### src/rtl/motor_move_ctrl.sv
// motor_move_ctrl: signed relative-move sequencer with per-step delay, abort and done pulse.
// Optional delay ramp enabled by defining MOVE_CTRL_ACCEL_EN. Rev 1.0
`default_nettype none

module motor_move_ctrl #(
    parameter int COUNT_W = 8,
    parameter int POS_W   = 8,
    parameter int DELAY_W = 20
) (
    input  logic               clk,
    input  logic               reset,
    input  logic               start,
    input  logic               half_step,
    input  logic [COUNT_W-1:0] steps,
    input  logic [DELAY_W-1:0] delay_cycles,
    input  logic [POS_W-1:0]   pos_in,
    input  logic               abort,
    output logic               busy,
    output logic [POS_W-1:0]   pos_out,
    output logic               pos_we,
    output logic               done,
    output logic               aborted
);

    localparam logic [COUNT_W-1:0] MAG_ONE   = {{(COUNT_W-1){1'b0}}, 1'b1};
    localparam logic [DELAY_W-1:0] DELAY_ONE = {{(DELAY_W-1){1'b0}}, 1'b1};
    localparam logic [POS_W-1:0]   POS_ONE   = {{(POS_W-1){1'b0}}, 1'b1};
    localparam logic [POS_W-1:0]   POS_TWO   = {{(POS_W-2){1'b0}}, 2'b10};

    typedef enum logic [2:0] {
        S_IDLE   = 3'd0,
        S_CHECK  = 3'd1,
        S_STEP   = 3'd2,
        S_WAIT   = 3'd3,
        S_FINISH = 3'd4
    } state_t;

    state_t             state_q;
    logic               dir_q;
    logic               half_q;
    logic [COUNT_W-1:0] mag_q;
    logic [DELAY_W-1:0] base_q;
    logic [DELAY_W-1:0] cnt_q;
    logic [POS_W-1:0]   pos_q;
    logic               busy_q;
    logic [POS_W-1:0]   pos_out_q;
    logic               pos_we_q;
    logic               done_q;
    logic               aborted_q;

    logic [COUNT_W-1:0] mag_d;
    logic [DELAY_W-1:0] base_d;
    logic [POS_W-1:0]   step_amt_d;
    logic [POS_W-1:0]   pos_d;
    logic [DELAY_W-1:0] step_delay_d;

    // Two's-complement magnitude; the most negative value maps to 2^(COUNT_W-1) unsigned.
    assign mag_d      = steps[COUNT_W-1] ? ((~steps) + MAG_ONE) : steps;
    assign base_d     = (delay_cycles == '0) ? DELAY_ONE : delay_cycles;
    assign step_amt_d = half_q ? POS_ONE : POS_TWO;
    assign pos_d      = dir_q ? (pos_q - step_amt_d) : (pos_q + step_amt_d);

`ifdef MOVE_CTRL_ACCEL_EN
    logic [DELAY_W-1:0] cur_q;
    logic [DELAY_W+1:0] ramp_wide_d;
    logic [DELAY_W-1:0] ramp_init_d;
    logic [DELAY_W-1:0] ramp_half_d;
    logic [DELAY_W-1:0] ramp_next_d;

    // Ramp starts at 4x base, saturating at the counter's maximum.
    assign ramp_wide_d  = {2'b00, base_d} << 2;
    assign ramp_init_d  = (ramp_wide_d[DELAY_W+1:DELAY_W] != 2'b00) ? {DELAY_W{1'b1}}
                                                                      : ramp_wide_d[DELAY_W-1:0];
    assign ramp_half_d  = cur_q >> 1;
    assign ramp_next_d  = (ramp_half_d < base_q) ? base_q : ramp_half_d;
    assign step_delay_d = cur_q;

    always_ff @(posedge clk or posedge reset) begin
        if (reset) begin
            cur_q <= '0;
        end else if (state_q == S_IDLE && start) begin
            cur_q <= ramp_init_d;
        end else if (state_q == S_STEP) begin
            cur_q <= ramp_next_d;
        end
    end
`else
    assign step_delay_d = base_q;
`endif

    always_ff @(posedge clk or posedge reset) begin
        if (reset) begin
            state_q   <= S_IDLE;
            dir_q     <= 1'b0;
            half_q    <= 1'b0;
            mag_q     <= '0;
            base_q    <= '0;
            cnt_q     <= '0;
            pos_q     <= '0;
            busy_q    <= 1'b0;
            pos_out_q <= '0;
            pos_we_q  <= 1'b0;
            done_q    <= 1'b0;
            aborted_q <= 1'b0;
        end else begin
            pos_we_q <= 1'b0;
            done_q   <= 1'b0;
            case (state_q)
                S_IDLE: begin
                    if (start) begin
                        dir_q     <= steps[COUNT_W-1];
                        half_q    <= half_step;
                        mag_q     <= mag_d;
                        base_q    <= base_d;
                        pos_q     <= pos_in;
                        busy_q    <= 1'b1;
                        aborted_q <= 1'b0;
                        state_q   <= S_CHECK;
                    end
                end
                S_CHECK: begin
                    if (abort) begin
                        done_q    <= 1'b1;
                        aborted_q <= 1'b1;
                        state_q   <= S_FINISH;
                    end else if (mag_q == '0) begin
                        done_q    <= 1'b1;
                        aborted_q <= 1'b0;
                        state_q   <= S_FINISH;
                    end else begin
                        // Outputs are registered, so the write is launched on entry to STEP.
                        pos_q     <= pos_d;
                        pos_out_q <= pos_d;
                        pos_we_q  <= 1'b1;
                        mag_q     <= mag_q - MAG_ONE;
                        state_q   <= S_STEP;
                    end
                end
                S_STEP: begin
                    cnt_q   <= step_delay_d;
                    state_q <= S_WAIT;
                end
                S_WAIT: begin
                    if (abort) begin
                        done_q    <= 1'b1;
                        aborted_q <= 1'b1;
                        state_q   <= S_FINISH;
                    end else if (cnt_q == DELAY_ONE) begin
                        state_q <= S_CHECK;
                    end else begin
                        cnt_q <= cnt_q - DELAY_ONE;
                    end
                end
                S_FINISH: begin
                    busy_q  <= 1'b0;
                    state_q <= S_IDLE;
                end
                default: begin
                    busy_q  <= 1'b0;
                    state_q <= S_IDLE;
                end
            endcase
        end
    end

    assign busy    = busy_q;
    assign pos_out = pos_out_q;
    assign pos_we  = pos_we_q;
    assign done    = done_q;
    assign aborted = aborted_q;

endmodule

`default_nettype wire

### config.mk
export PLATFORM = sky130hd
export DESIGN_NAME = motor_move_ctrl
export DESIGN_NICKNAME = d
export VERILOG_FILES = /design/src/rtl/motor_move_ctrl.sv
export SDC_FILE = /design/constraint.sdc
export NUM_CORES = 1
export LEC_CHECK = 0
export CAP_MARGIN = 20
export CORE_MARGIN = 1.5
export CORE_UTILIZATION = 55
export DETAILED_ROUTE_END_ITERATION = 12
export GPL_TIMING_DRIVEN = 1
export PLACE_DENSITY = 0.79
export SYNTH_ARGS = -nofsm -noshare
export SYNTH_HDL_FRONTEND = slang
export SYNTH_SLANG_ARGS = --single-unit
### constraint.sdc
create_clock -name clk -period 4.6 [get_ports clk]
set_clock_uncertainty 0.1 [all_clocks]
set_input_delay 0.92 -clock clk [delete_from_list [all_inputs] [get_ports clk]]
set_output_delay 0.92 -clock clk [all_outputs]
set_load 0.05 [all_outputs]
==> qor.txt, run 1 <==
outcome = complete, no violations
FFs w/ async S/R, synth = 100%
first-pass GRT wire length = 14900 um
detailed-route DRC error count = 0
post-synthesis sequential area ratio = 44.6%
# IOs = 53
critical path capture point type = flip-flop
most common cell in the synthesized netlist = dfrtp_1
CTS tree = yes
CP Max Fanout = 11
DIE WIDTH = 89.3 um
commonest cells in the netlist = dfrtp_1 (73), a21oi_1 (41), nand2_1 (37), o21ai_0 (29), mux2_2 (25)
Clock Latency Late Sink = 0.35 ns
met2 WL = 4540 um
worst stage delay on the critical path = 0.64 ns
DP Cell Count = 554
Worst path top cell family by delay = compound AO/OA/AOI/OAI gates
crit start category = flip-flop
met3 wire length = 340 um
Placement Setup Slack = 1.42 ns
Hold Crit Class = flip-flop to flip-flop
cell breakdown of the critical path = and2_1 > ha_1 > nor2b_1 > o31ai_1 > a211oi_1 > or2_2 > a311o_1
Slew @ Worst Pin = 0.962 ns
share of the synthesized area in the top cell type = 44.6%
share of cells above drive strength 1 = 13.4%
buffers added on ports = 52
Slew HR = 35.8%
Pre-antenna DRT Iters = 4
row cnt = 31
core area = 7210 um^2
P per Cell Area = 727 nW/um^2
fin area = 4860 um^2
die area = 7980 um^2
post-cts resize count = 0
starting density of the core = 56.8%
syn_nets = 473
total number of vias = 3373
remaining global-route overflow = 0
DR iter-0 viols = 194
Netlist cell types = 64
H-Tree Depth = 3
number of global-route vias before repair = 3212
Crit-path slowest cell = o31ai_1
min Tclk post-route = 2.92 ns
Fill cells = 578
routed metal-1 wirelength = 3900 um
Synth Register Bits = 73
Worst Path Required = 4.73 ns
initial antenna violation count = 0
worst vdd ir = 0.542 mV
synthesized instance count = 420
RePlAce Congestion = 0.824
DR WL/cell = 15.9 um
maximum capacitance violations = 0
maximum buffer depth of the clock tree = 2
setup_tns = 0 ns
critical path class = flip-flop to flip-flop
Clock Pin Slew Worst Setup and Hold Paths = 0.07 ns
Area contributors post-synth = dfrtp_1 (45%), mux2_2 (6.9%), a21oi_1 (5.0%), o21ai_0 (3.5%), nand2_1 (3.4%)
fin. max-slew vios = 0
fin cells = 570
fin crit share = 63.5%
drt via density = 5.92
most used flip-flop cell after synthesis = dfrtp_1
Post-synth EDFFs = 0
pin count of the biggest net entering global routing = 35
area occupied by multi-input gates = 2110 um^2
GR Util All Layers = 24.7%
f_max = 342 MHz
Total Routed Length = 9040 um
Max Used Layer = met4
P&R area growth vs syn = 18.5%
diode count = 0
buffers and inverters on the worst path = 0
Core Util, Final = 67.4%
endpoints failing setup = 0
CTS Root Cell = clkbuf_8
Hold-fix buffers, CTS = 0
worst endpoint data arrival time = 3.05 ns
final-report hold violation count = 0
die height = 89.3 um
leakage = 1.94 nW
Avg Cell Area, Syn = 9.76 um^2
post-route setup slack = 1.68 ns
post-route ant nets = 0
Area after DPL = 4660 um^2
nets@finish = 520
synthesis warning total = 0
Mapped Area = 4100 um^2
leading area contributor after synthesis = dfrtp_1
RSZ-0062 raised after global routing = no
total CTS buffers = 9
Register Area = 1830 um^2
DP HPWL = 6540 um
postcts setup bufs = 0
clock sinks = 73
-- stage by stage --
step	total power, mW	hold slack (ns)
floorplan	2.64	0.354
global placement	2.99	0.368
detailed placement	3.06	0.372
CTS	3.53	0.389
global route	3.82	0.409
finish	3.53	0.385
-- routing by layer --
metal	track usage (%)	up-vias
met2	42.2	76
met3	3.42	20
met5	0	-
met1	30.5	1637
li1	-	1640
met4	12.7	0
-- tightest hold or removal path, cell delays in order, from the launching register on --
cell     delay [ns]
dfrtp_1        0.34
nand2_1        0.05
o21ai_0        0.06
-- final cells by class --
type / count / area share (%)
multi-input combinational: 313 / 43.5
tap: 99 / 2.55
timing repair buffer: 56 / 11.7
clock buffer: 11 / 2.70
sequential: 73 / 37.6
inverter: 14 / 1.08
clock inverter: 4 / 0.927
-- registers in the layout (all words and copies together) (netlist names) --
name,flops
pos_we,1
busy,1
base_q,20
half_q,1
dir_q,1
done,1
mag_q,8
cnt_q,20
pos_q,8
state_q,3
pos_out,8
aborted,1
-- cells in the final DEF, fill, tap and decap left out, types with 8 or more instances in the layout --
cell type / Yosys / layout
o21ai_0: 29 / 29
dfrtp_1: 73 / 73
ha_1: 11 / 11
mux2_2: 25 / 25
nor3_1: 11 / 10
clkdlybuf4s50_1: 0 / 52
inv_1: 13 / 12
nand2_1: 37 / 37
nand3_1: 9 / 9
clkbuf_8: 0 / 9
a21oi_1: 41 / 41
nor2_1: 24 / 24
nor4_1: 10 / 10
nand2b_1: 8 / 8
-- path summary, 6_finish.rpt --
kind	startpoint	to	slack [ns]	depth (start not counted)
max	dir_q	pos_q[7]	1.68	7
min	pos_out[0]	pos_out[0]	0.38	2
max reg2reg	dir_q	pos_q[7]	1.68	7
min reg2reg	pos_out[0]	pos_out[0]	0.38	2
max in group asynchronous	reset	base_q[18]	2.72	3
min in group asynchronous	reset	base_q[1]	0.91	2
-- logic make-up after synthesis --
group	after synthesis	share of synthesized area (%)
flops	73	44.6
simple gates	128	16.0
fa+ha+maj	12	3.84
compound gates	137	22.0
buf+inv	34	4.06
xor+xnor	10	2.47
mux	26	7.11
-- power by group --
| group | internal (mW) | switching (mW) |
|---|---|---|
| clock | 0.245 | 0.227 |
| combinational | 0.818 | 1.01 |
| sequential | 0.961 | 0.271 |
(Power assumes the default switching activity.)
==> run 2: changes to the inputs <==
--- a/config.mk
+++ b/config.mk
@@ -7,10 +7,10 @@
 export LEC_CHECK = 0
 export CAP_MARGIN = 20
 export CORE_MARGIN = 1.5
-export CORE_UTILIZATION = 55
+export CORE_UTILIZATION = 50
 export DETAILED_ROUTE_END_ITERATION = 12
 export GPL_TIMING_DRIVEN = 1
-export PLACE_DENSITY = 0.79
+export PLACE_DENSITY = 0.76
 export SYNTH_ARGS = -nofsm -noshare
 export SYNTH_HDL_FRONTEND = slang
 export SYNTH_SLANG_ARGS = --single-unit
==> constraint.sdc (replaced) <==
create_clock -name clk -period 2.3 [get_ports clk]
set_clock_uncertainty 0.1 [all_clocks]
set_input_delay 0.46 -clock clk [delete_from_list [all_inputs] [get_ports clk]]
set_output_delay 0.46 -clock clk [all_outputs]
set_load 0.05 [all_outputs]
==> run 2 against run 1 <==
  * The run now ends with setup timing left
  * Sequential share of layout area shrank 4.3 points
  * Fmax grew 20%
  * Worst hold slack lost 0.097 ns
  * Via count grew 9.8%
  * Non-clock buffer count grew 50
  * Power grew 140%
  * Register-to-register slack lost 1.8 ns
==> qor.txt, run 2 (synthesis results as in run 1) <==
die area = 8750 um^2 (was 7980 um^2)
total number of vias = 3703 (was 3373)
P_int = 4.97 mW (was 2.02 mW)
part of the power in registers = 28.6% (was 34.9%)
worst vdd ir = 1.10 mV (was 0.542 mV)
Placement Setup Slack = -0.128 ns (was 1.42 ns)
outcome = finished, violations left (was complete, no violations)
# IOs = 53 (unchanged)
Crit-path slowest cell = dfrtp_1 (was o31ai_1)
first-pass GRT wire length = 17500 um (was 14900 um)
leading cell type in the layout, fill and taps excluded = dfrtp_1 (unchanged)
initial antenna violation count = 0 (unchanged)
Worst R2R Path Depth = 7 (unchanged)
Worst Path Required = 2.44 ns (was 4.73 ns)
Clock Pin Slew Worst Setup and Hold Paths = 0.08 ns (was 0.07 ns)
core area = 7850 um^2 (was 7210 um^2)
maximum buffer depth of the clock tree = 2 (unchanged)
FF-to-FF End = pos_q[7] (unchanged)
number of global-route vias before repair = 3696 (was 3212)
f_max = 411 MHz (was 342 MHz)
drt via density = 5.93 (was 5.92)
R2R Path Start = dir_q (unchanged)
Hold Crit Class = input port to asynchronous set/reset pin (was flip-flop to flip-flop)
worst stage delay on the critical path = 0.41 ns (was 0.64 ns)
switch share = 41.5% (was 42.7%)
Comb power frac = 56.7% (was 51.8%)
CTS tree = yes (unchanged)
endpoints failing setup = 10 (was 0)
min Tclk post-route = 2.43 ns (was 2.92 ns)
DP Cell Count = 599 (was 554)
remaining global-route overflow = 0 (unchanged)
CP Max Fanout = 10 (was 11)
RSZ-0062 raised after global routing = yes (was no)
worst endpoint data arrival time = 2.57 ns (was 3.05 ns)
clock sinks = 73 (unchanged)
DP HPWL = 7380 um (was 6540 um)
Clock Latency Late Sink = 0.35 ns (about the same)
fin. max-slew vios = 0 (unchanged)
Pre-antenna DRT Iters = 4 (unchanged)
P per Cell Area = 1550 nW/um^2 (was 727 nW/um^2)
Hold-fix buffers, CTS = 0 (unchanged)
crit start category = flip-flop (unchanged)
Clk pwr share = 14.7% (was 13.4%)
post-route setup slack = -0.130 ns (was 1.68 ns)
Slew HR = 65.8% (was 35.8%)
fin crit share = 106% (was 63.5%)
Worst Setup SP = dir_q (unchanged)
diode count = 0 (unchanged)
total CTS buffers = 9 (unchanged)
P&R area growth vs syn = 33.7% (was 18.5%)
Worst path top cell family by delay = compound AO/OA/AOI/OAI gates (unchanged)
leakage = 2.23 nW (was 1.94 nW)
DR WL/cell = 17.4 um (was 15.9 um)
CTS Root Cell = clkbuf_8 (unchanged)
commonest non-fill, non-tap cells in the layout = dfrtp_1 (73), clkdlybuf4s50_1 (52), buf_4 (47), a21oi_1 (39), nand2_1 (32) (was dfrtp_1 (73), clkdlybuf4s50_1 (52), a21oi_1 (41), nand2_1 (37), o21ai_0 (29))
Total Routed Length = 10900 um (was 9040 um)
RePlAce Congestion = 0.924 (was 0.824)
detailed-route DRC error count = 0 (unchanged)
pin count of the biggest net entering global routing = 34 (was 35)
Pwr Total = 8.50 mW (was 3.53 mW)
Critical Path Sink = pos_q[7] (unchanged)
critical path class = flip-flop to flip-flop (unchanged)
cell breakdown of the critical path = buf_4 > ha_1 > nand2_1 > o21a_1 > a22o_1 > or2_2 > a311o_1 (was and2_1 > ha_1 > nor2b_1 > o31ai_1 > a211oi_1 > or2_2 > a311o_1)
nets@finish = 570 (was 520)
DIE WIDTH = 93.6 um (was 89.3 um)
row cnt = 32 (was 31)
DR iter-0 viols = 203 (was 194)
Slew @ Worst Pin = 0.511 ns (was 0.962 ns)
starting density of the core = 52.2% (was 56.8%)
H-Tree Depth = 3 (unchanged)
R2R setup slack = -0.13 ns (was 1.68 ns)
fin cells = 624 (was 570)
Top Registers = base_q: 20 flops, cnt_q: 20 flops (unchanged)
violated checks = setup timing
die height = 93.6 um (was 89.3 um)
maximum capacitance violations = 0 (unchanged)
Fill cells = 594 (was 578)
Switch Pwr = 3.53 mW (was 1.51 mW)
post-route ant nets = 0 (unchanged)
Critical Path Stages = 7 (unchanged)
share of cells above drive strength 1 = 25.9% (was 13.4%)
final-report hold violation count = 0 (unchanged)
critical path capture point type = flip-flop (unchanged)
buffers and inverters on the worst path = 1 (was 0)
setup_tns = -0.673 ns (was 0 ns)
buffers added on ports = 52 (unchanged)
GR Util All Layers = 25.8% (was 24.7%)
==> run 2: cell types whose count changed in the layout (fill, tap and decap cells not counted), sizes merged <==
cell	previous run	this run
bufinv	1	3
clkbuf	12	11
buf	3	54
clkinvlp	0	2
clkinv	3	1
inv	14	13
==> run 2: area by class of cell <==
type / count / area (um^2) / share of cell area [%]
well taps: 102 / 128 / 2.33
repair buffers: 106 / 991 / 18.1
flip-flops and latches: 73 / 1830 / 33.3
inverters: 14 / 56.3 / 1.03
multi-input cells: 313 / 2240 / 40.8
clock buffers: 11 / 141 / 2.58
clock inverters: 5 / 103 / 1.87
==> run 2: worst min path at each step <==
stage / start / end / depth (start not counted)
floorplan: pos_q[2] / pos_q[2] / 2
global placement: pos_out[5] / pos_out[5] / 2
detailed placement: pos_out[3] / pos_out[3] / 2
CTS: reset / base_q[3] / 2
global route: reset / base_q[3] / 2
finish: reset / base_q[3] / 2
==> run 2: routing by layer <==
metal  share of wire, %  vias to the layer above  track usage, %  routed length [um]
li1                   -                     1741               -                   -
met1                 41                     1806            31.9                4440
met2                 51                      130            44.3                5560
met3                5.3                       26            3.82                 580
met4                2.6                        0            11.6                 277
met5                  0                        -               0                   0
==> run 2: timing repair <==
| action | CTS | global route |
|---|---|---|
| setup buffers | 5 | 3 |
| pin swaps | 2 | 3 |
| cloned | 0 | 1 |
| setup endpoints to repair | 15 | 33 |
| resized for setup | 9 | 20 |
==> run 2: through the flow <==
stage	utilization [%]	area, um^2	hold slack, ns
floorplan	-	4120	0.354
global placement	64.3	5050	0.376
detailed placement	64.3	5050	0.374
CTS	68.4	5370	0.287
global route	69.9	5480	0.314
finish	69.9	5480	0.288
==> run 2: power groups by stage <==
stage / clock (mW) / sequential, mW / combinational [mW]
after floorplan: 0 / 2.64 / 2.68
after global placement: 0 / 2.39 / 4.18
after detailed placement: 0 / 2.41 / 4.32
after CTS: 1.26 / 2.40 / 4.51
after global routing: 1.32 / 2.51 / 5.23
final: 1.25 / 2.43 / 4.82
==> run 3: changes to the inputs <==
--- a/config.mk
+++ b/config.mk
@@ -5,7 +5,7 @@
 export SDC_FILE = /design/constraint.sdc
 export NUM_CORES = 1
 export LEC_CHECK = 0
-export CAP_MARGIN = 20
+export CAP_MARGIN = 15
 export CORE_MARGIN = 1.5
 export CORE_UTILIZATION = 50
 export DETAILED_ROUTE_END_ITERATION = 12
==> results of run 3 <==
The final DEF is identical to that of run 2; final timing and power are the same.
